==> src/rtl/n101_ctrl_reg_wr_port.sv <==
// n101_ctrl_reg_wr_port
// ICB slave front-end for a bank of NREG control-register vectors, each WIDTH
// bits wide. A legal write produces one registered write-enable pulse plus data
// on reg_en/reg_d. A legal read returns the zero-extended reg_q slice. Every
// command receives exactly one ICB response, and illegal accesses set rsp_err.
//
// Ports:
//   clock, reset            : single clock, synchronous active-high reset
//   i_icb_cmd_*             : ICB command channel (valid/ready/addr/read/wdata)
//   i_icb_rsp_*             : ICB response channel (valid/ready/rdata/err)
//   reg_en [NREG]           : one-hot write enable, one bit per register vector
//   reg_d  [WIDTH]          : write data shared by all vectors
//   reg_q  [NREG*WIDTH]     : vector k's output sits at [k*WIDTH +: WIDTH]
//
// Optional feature: define N101_CTRL_REG_WLOCK_EN to add a sticky write lock.
// The lock is set by writing 1 to byte address 4*NREG, and it can be read back
// at that same address. While the lock is set, register writes are refused
// with rsp_err = 1.
module n101_ctrl_reg_wr_port #(
  parameter int NREG   = 4,
  parameter int WIDTH  = 5,
  parameter int ADDR_W = 5
) (
  input  logic                    clock,
  input  logic                    reset,
  input  logic                    i_icb_cmd_valid,
  output logic                    i_icb_cmd_ready,
  input  logic [ADDR_W-1:0]       i_icb_cmd_addr,
  input  logic                    i_icb_cmd_read,
  input  logic [31:0]             i_icb_cmd_wdata,
  output logic                    i_icb_rsp_valid,
  input  logic                    i_icb_rsp_ready,
  output logic [31:0]             i_icb_rsp_rdata,
  output logic                    i_icb_rsp_err,
  output logic [NREG-1:0]         reg_en,
  output logic [WIDTH-1:0]        reg_d,
  input  logic [NREG*WIDTH-1:0]   reg_q
);

  typedef enum logic [0:0] {
    ST_IDLE = 1'b0,
    ST_RSP  = 1'b1
  } state_t;

  state_t            state_q, state_d;
  logic [NREG-1:0]   reg_en_q, reg_en_d;
  logic [WIDTH-1:0]  reg_d_q, reg_d_d;
  logic [31:0]       rdata_q, rdata_d;
  logic              err_q, err_d;

  logic              accept_s;
  logic [ADDR_W-3:0] idx_s;
  logic [31:0]       idx_ext_s;
  logic              aligned_s;
  logic              legal_s;
  logic [NREG-1:0]   idx_onehot_s;
  logic [WIDTH-1:0]  rd_slice_s;
  logic              unused_wdata_s;

`ifdef N101_CTRL_REG_WLOCK_EN
  logic              lock_q, lock_d;
  logic              is_lock_s;
`endif

  // Zero-extend a register-vector value onto the 32-bit read bus.
  function automatic logic [31:0] zext(input logic [WIDTH-1:0] v);
    logic [31:0] r;
    r = 32'h0000_0000;
    r[WIDTH-1:0] = v;
    return r;
  endfunction

  assign accept_s   = i_icb_cmd_valid & (state_q == ST_IDLE);
  assign idx_s      = i_icb_cmd_addr[ADDR_W-1:2];
  assign idx_ext_s  = 32'(idx_s);
  assign aligned_s  = (i_icb_cmd_addr[1:0] == 2'b00);
  assign legal_s    = aligned_s & (idx_ext_s < 32'(NREG));
  // Only the low WIDTH bits (and bit 0 for the lock) are meaningful.
  assign unused_wdata_s = ^i_icb_cmd_wdata;

`ifdef N101_CTRL_REG_WLOCK_EN
  assign is_lock_s  = aligned_s & (idx_ext_s == 32'(NREG));
`endif

  // Decode the index to one-hot and select the matching reg_q slice with an AND-OR mux.
  always_comb begin
    idx_onehot_s = '0;
    rd_slice_s   = '0;
    for (int k = 0; k < NREG; k++) begin
      idx_onehot_s[k] = (idx_ext_s == 32'(k));
      rd_slice_s      = rd_slice_s | (reg_q[k*WIDTH +: WIDTH] & {WIDTH{idx_onehot_s[k]}});
    end
  end

  // Next-state and next-output logic for the IDLE/RSP handshake FSM.
  always_comb begin
    state_d  = state_q;
    reg_en_d = '0;          // the enable lasts one cycle because it defaults low
    reg_d_d  = reg_d_q;
    rdata_d  = rdata_q;
    err_d    = err_q;
`ifdef N101_CTRL_REG_WLOCK_EN
    lock_d   = lock_q;
`endif
    case (state_q)
      ST_IDLE: begin
        if (accept_s) begin
          state_d = ST_RSP;
          rdata_d = 32'h0000_0000;
          err_d   = 1'b1;
          if (legal_s) begin
            if (i_icb_cmd_read) begin
              err_d   = 1'b0;
              rdata_d = zext(rd_slice_s);
            end else begin
`ifdef N101_CTRL_REG_WLOCK_EN
              if (lock_q) begin
                err_d = 1'b1;
              end else begin
                err_d    = 1'b0;
                reg_en_d = idx_onehot_s;
                reg_d_d  = i_icb_cmd_wdata[WIDTH-1:0];
              end
`else
              err_d    = 1'b0;
              reg_en_d = idx_onehot_s;
              reg_d_d  = i_icb_cmd_wdata[WIDTH-1:0];
`endif
            end
          end else begin
`ifdef N101_CTRL_REG_WLOCK_EN
            if (is_lock_s) begin
              err_d = 1'b0;
              if (i_icb_cmd_read) begin
                rdata_d = {31'b0, lock_q};
              end else begin
                lock_d = lock_q | i_icb_cmd_wdata[0];
              end
            end else begin
              err_d = 1'b1;
            end
`else
            err_d = 1'b1;
`endif
          end
        end else begin
          state_d = ST_IDLE;
        end
      end
      ST_RSP: begin
        if (i_icb_rsp_ready) begin
          state_d = ST_IDLE;
        end else begin
          state_d = ST_RSP;
        end
      end
      default: begin
        state_d = ST_IDLE;
      end
    endcase
  end

  // State and output registers with synchronous reset.
  always_ff @(posedge clock) begin
    if (reset) begin
      state_q  <= ST_IDLE;
      reg_en_q <= '0;
      reg_d_q  <= '0;
      rdata_q  <= 32'h0000_0000;
      err_q    <= 1'b0;
`ifdef N101_CTRL_REG_WLOCK_EN
      lock_q   <= 1'b0;
`endif
    end else begin
      state_q  <= state_d;
      reg_en_q <= reg_en_d;
      reg_d_q  <= reg_d_d;
      rdata_q  <= rdata_d;
      err_q    <= err_d;
`ifdef N101_CTRL_REG_WLOCK_EN
      lock_q   <= lock_d;
`endif
    end
  end

  assign i_icb_cmd_ready = (state_q == ST_IDLE);
  assign i_icb_rsp_valid = (state_q == ST_RSP);
  assign i_icb_rsp_rdata = rdata_q;
  assign i_icb_rsp_err   = err_q;
  assign reg_en          = reg_en_q;
  assign reg_d           = reg_d_q;

endmodule

==> config.mk <==
export PLATFORM = sky130hd
export DESIGN_NAME = n101_ctrl_reg_wr_port
export DESIGN_NICKNAME = d
export VERILOG_FILES = /design/src/rtl/n101_ctrl_reg_wr_port.sv
export SDC_FILE = /design/constraint.sdc
export NUM_CORES = 1
export LEC_CHECK = 0
export BUFFER_PORTS_ARGS = -buffer_cell sky130_fd_sc_hd__buf_2
export CAP_MARGIN = 20
export CORE_UTILIZATION = 35
export CTS_BUF_LIST = sky130_fd_sc_hd__clkbuf_2 sky130_fd_sc_hd__clkbuf_4 sky130_fd_sc_hd__clkbuf_8
export DETAILED_ROUTE_END_ITERATION = 8
export PLACE_DENSITY = 0.84
export SETUP_SLACK_MARGIN = 0.5
export SLEW_MARGIN = 20
export SYNTH_ARGS = -nofsm -noshare
export SYNTH_HDL_FRONTEND = slang
export SYNTH_SLANG_ARGS = --single-unit
export TNS_END_PERCENT = 30
==> constraint.sdc <==
create_clock -name clock -period 1.3 [get_ports clock]
set_input_delay 0.13 -clock clock [delete_from_list [all_inputs] [get_ports clock]]
set_output_delay 0.13 -clock clock [all_outputs]
set_load 0.02 [all_outputs]
==> results.toml <==
[outcome]
status = "finished clean"

[floorplan]
die_w_um = 54.8
die_h_um = 54.8
die-area_um2 = 3000
io_pins = 106
start_util_pct = 38.3
row_count = 18
coreArea_um2 = 2540

[global_routing]
grt_max_degree = 16
antenna_found_initial = 0
first_global_vias = 646
grt_usage_pct = 12.1
grt_pass1_wl_um = 2660
grt-ovfl-total = 0

[worst_setup_path]
cp.depth = 4
r2r_setup_slack_ns = 0.16
required_ns = 1.51
worstSetupStartpointType = "flop"
worstReg2RegStart = "i_icb_rsp_valid$_SDFF_PP0_"
crit_arrival_ns = 1.35
cp_top_family = "simple AND/OR/NAND/NOR gates"
r2r_end = "reg_d[1]$_SDFFE_PP0P_"
critPathKind = "reg -> reg"
worstPathMaxFanout = 9
rr_worst_depth = 4
crit_end = "reg_d[1]$_SDFFE_PP0P_"
critPathBufInv = 1
cp_slowest_cell = "dfxtp_4"
startpoint = "i_icb_rsp_valid$_SDFF_PP0_"
cp_slowest_stage_delay_ns = 0.36
cp_cell_sequence = "nor4_4 -> and3b_2 -> buf_12 -> mux2i_1"
worstSetupEndpointType = "flop"

[layout]
layout-drive-gt1-share_pct = 40.8
area_growth_pct = 23.6
insertedDiodeCount = 0
fillers = 262
final_core_util_pct = 47.4
nets = 215

[sta]
slew_violations = 0
fin_tns_setup_ns = 0
finalSetupViolCount = 0
hold_violations = 0
rsz0062_at_grt = "yes"
clock_skew_ns = 0.00136
min_period_ns = 1.14
fmax_mhz = 876
final.period_utilization_pct = 87.8

[drt]
drtPass1Iterations = 2
drtIter0Drc = 8
routedWlPerCell_um = 10.1
via_per_inst = 4.32
drt-total-wl_um = 1830
drc_errors = 0
route.vias.total = 786
antenna_left = 0

[placed_design]
dp.final_hpwl_um = 1530
port-buffer-count = 51
gp_congestion = 0.640

[synthesis]
synth_cells = 100
synthTopCellsByCount = "28 x buf_4, 16 x dfxtp_1, 15 x mux2i_1"
synth-main-ff-cell = "dfxtp_1"
synth_top_cell_by_area = "dfxtp_1"
synth_compound_area_share_pct = 9.23
synth_cell_types = 20
synthArstFlopShare_pct = 0
muxShareOfSynthArea_pct = 15.4
yosys.area_share.simple_pct = 18.2
synth_fa_ha_area_share_pct = 0
synth.area.top_cells = "dfxtp_1 33%, buf_4 22%, mux2i_1 15%"
yosysTopAreaCellShare_pct = 32.8
synth_edf_count = 0
syn_area_um2 = 976
synth_seq_cells = 16
syn_avg_cell_area_um2 = 9.76
synth.most_common_cell = "buf_4"
synthXorXnorAreaFrac_pct = 0
ys.warnings.count = 0
seq_area_frac_synth_pct = 32.8
synth_top_family_by_area = "buffers and inverters"

[clock_network]
cts_root_buf = "clkbuf_4"
clock_latency_ns = 0.27
clk_pin_slew_ns = 0.09
cts_max_level = 1
numCtsBuffers = 3
cts_tree = "done"
clockBufferDepth = 2
numClockSinks = 16

[power]
switching_share_pct = 28.4
seqPwrFrac_pct = 47.7
clkPwrFrac_pct = 30.0
combPwrFrac_pct = 22.4
leakage_nw = 0.644
p_int_w = 0.000755
vdd_drop_max_mv = 0.539
p_per_area_nw_per_um2 = 874
p_sw_w = 0.000299

[min_path]
hp-class = "in -> reg"

[run]
cap_violations = 0
==> power by group through the flow <==
| stage | clock [W] | combinational, W | sequential, W |
|---|---|---|---|
| 5_1_grt | 0.000360 | 0.000258 | 0.000504 |
| 6_report | 0.000316 | 0.000236 | 0.000503 |
| 2_1_floorplan | 0 | 0.000208 | 0.000525 |
| 3_5_place_dp | 0 | 0.000230 | 0.000517 |
| 3_3_place_gp | 0 | 0.000228 | 0.000516 |
| 4_1_cts | 0.000335 | 0.000236 | 0.000503 |
==> cell usage in the layout (no fill, tap or decap), drive strengths merged, types with 2 or more instances in the layout <==
master,count
nand2b,11
a211oi,2
and4b,3
dfxtp,16
o22ai,5
nor2,4
clkbuf,4
a22o,5
mux2i,15
buf,53
conb,27
==> worst register-to-register path, stage by stage, from the launching register on <==
cell and delay [ns]:
dfxtp_4 0.36, nor4_4 0.15, and3b_2 0.25, buf_12 0.13, mux2i_1 0.19
==> per-stage QoR <==
step | area, um^2 | setup WS [ns] | total power [W] | std cells | hold slack (ns)
after floorplan | 1080 | 0.229 | 0.000733 | 126 | 0.220
after global placement | 1160 | 0.107 | 0.000744 | 177 | 0.305
after detailed placement | 1160 | 0.0654 | 0.000746 | 177 | 0.316
after CTS | 1200 | 0.136 | 0.00107 | 182 | 0.0109
after global routing | 1210 | 0.0622 | 0.00112 | 182 | 0.0179
final | 1210 | 0.159 | 0.00105 | 182 | 0.0176
==> worst min-delay path by stage <==
stage,start,end,depth (start not counted),slack [ns]
final,i_icb_rsp_ready,i_icb_rsp_valid$_SDFF_PP0_,2,0.02
after CTS,i_icb_rsp_ready,i_icb_rsp_valid$_SDFF_PP0_,2,0.01
after floorplan,i_icb_rsp_ready,i_icb_rsp_valid$_SDFF_PP0_,1,0.22
after detailed placement,i_icb_rsp_ready,i_icb_rsp_valid$_SDFF_PP0_,2,0.32
after global routing,i_icb_rsp_ready,i_icb_rsp_valid$_SDFF_PP0_,2,0.02
after global placement,i_icb_rsp_ready,i_icb_rsp_valid$_SDFF_PP0_,2,0.31
==> area by class of cell <==
type	count	area, um^2	share of cell area (%)
Clock buffer	4	36.3	3.01
Inverter	1	3.75	0.311
Tap cell	30	37.5	3.11
Multi-Input combinational cell	78	522	43.3
Sequential cell	16	324	26.9
Timing Repair Buffer	53	283	23.4
==> repair_timing <==
| item | 4_1_cts | 5_1_grt |
|---|---|---|
| gates resized for setup | 1 | 1 |
| buffers inserted | 1 | 0 |
| hold buffers | 0 | 0 |
| pin swaps | 1 | 0 |
| endpoints found under the setup margin | 32 | 33 |
==> state kept, by name (all words and copies together) (netlist names) <==
signal,count
reg_en,4
i_icb_rsp_valid,1
reg_d,5
i_icb_rsp_rdata,5
i_icb_rsp_err,1
==> layer usage <==
layer	vias to the layer above	wire length, um	track usage [%]
li1	399	-	-
met1	353	730	14.5
met2	34	962	21.3
met3	0	139	2.22
met4	0	0	3.85
met5	-	0	0
==> cells by family after synthesis <==
family	after synthesis
AOI/OAI and AO/OA	12
buffers and inverters	32
DFF	16
muxes	15
other	1
and+or+nand+nor	24
Note: power is estimated with default switching activity, not from simulation.
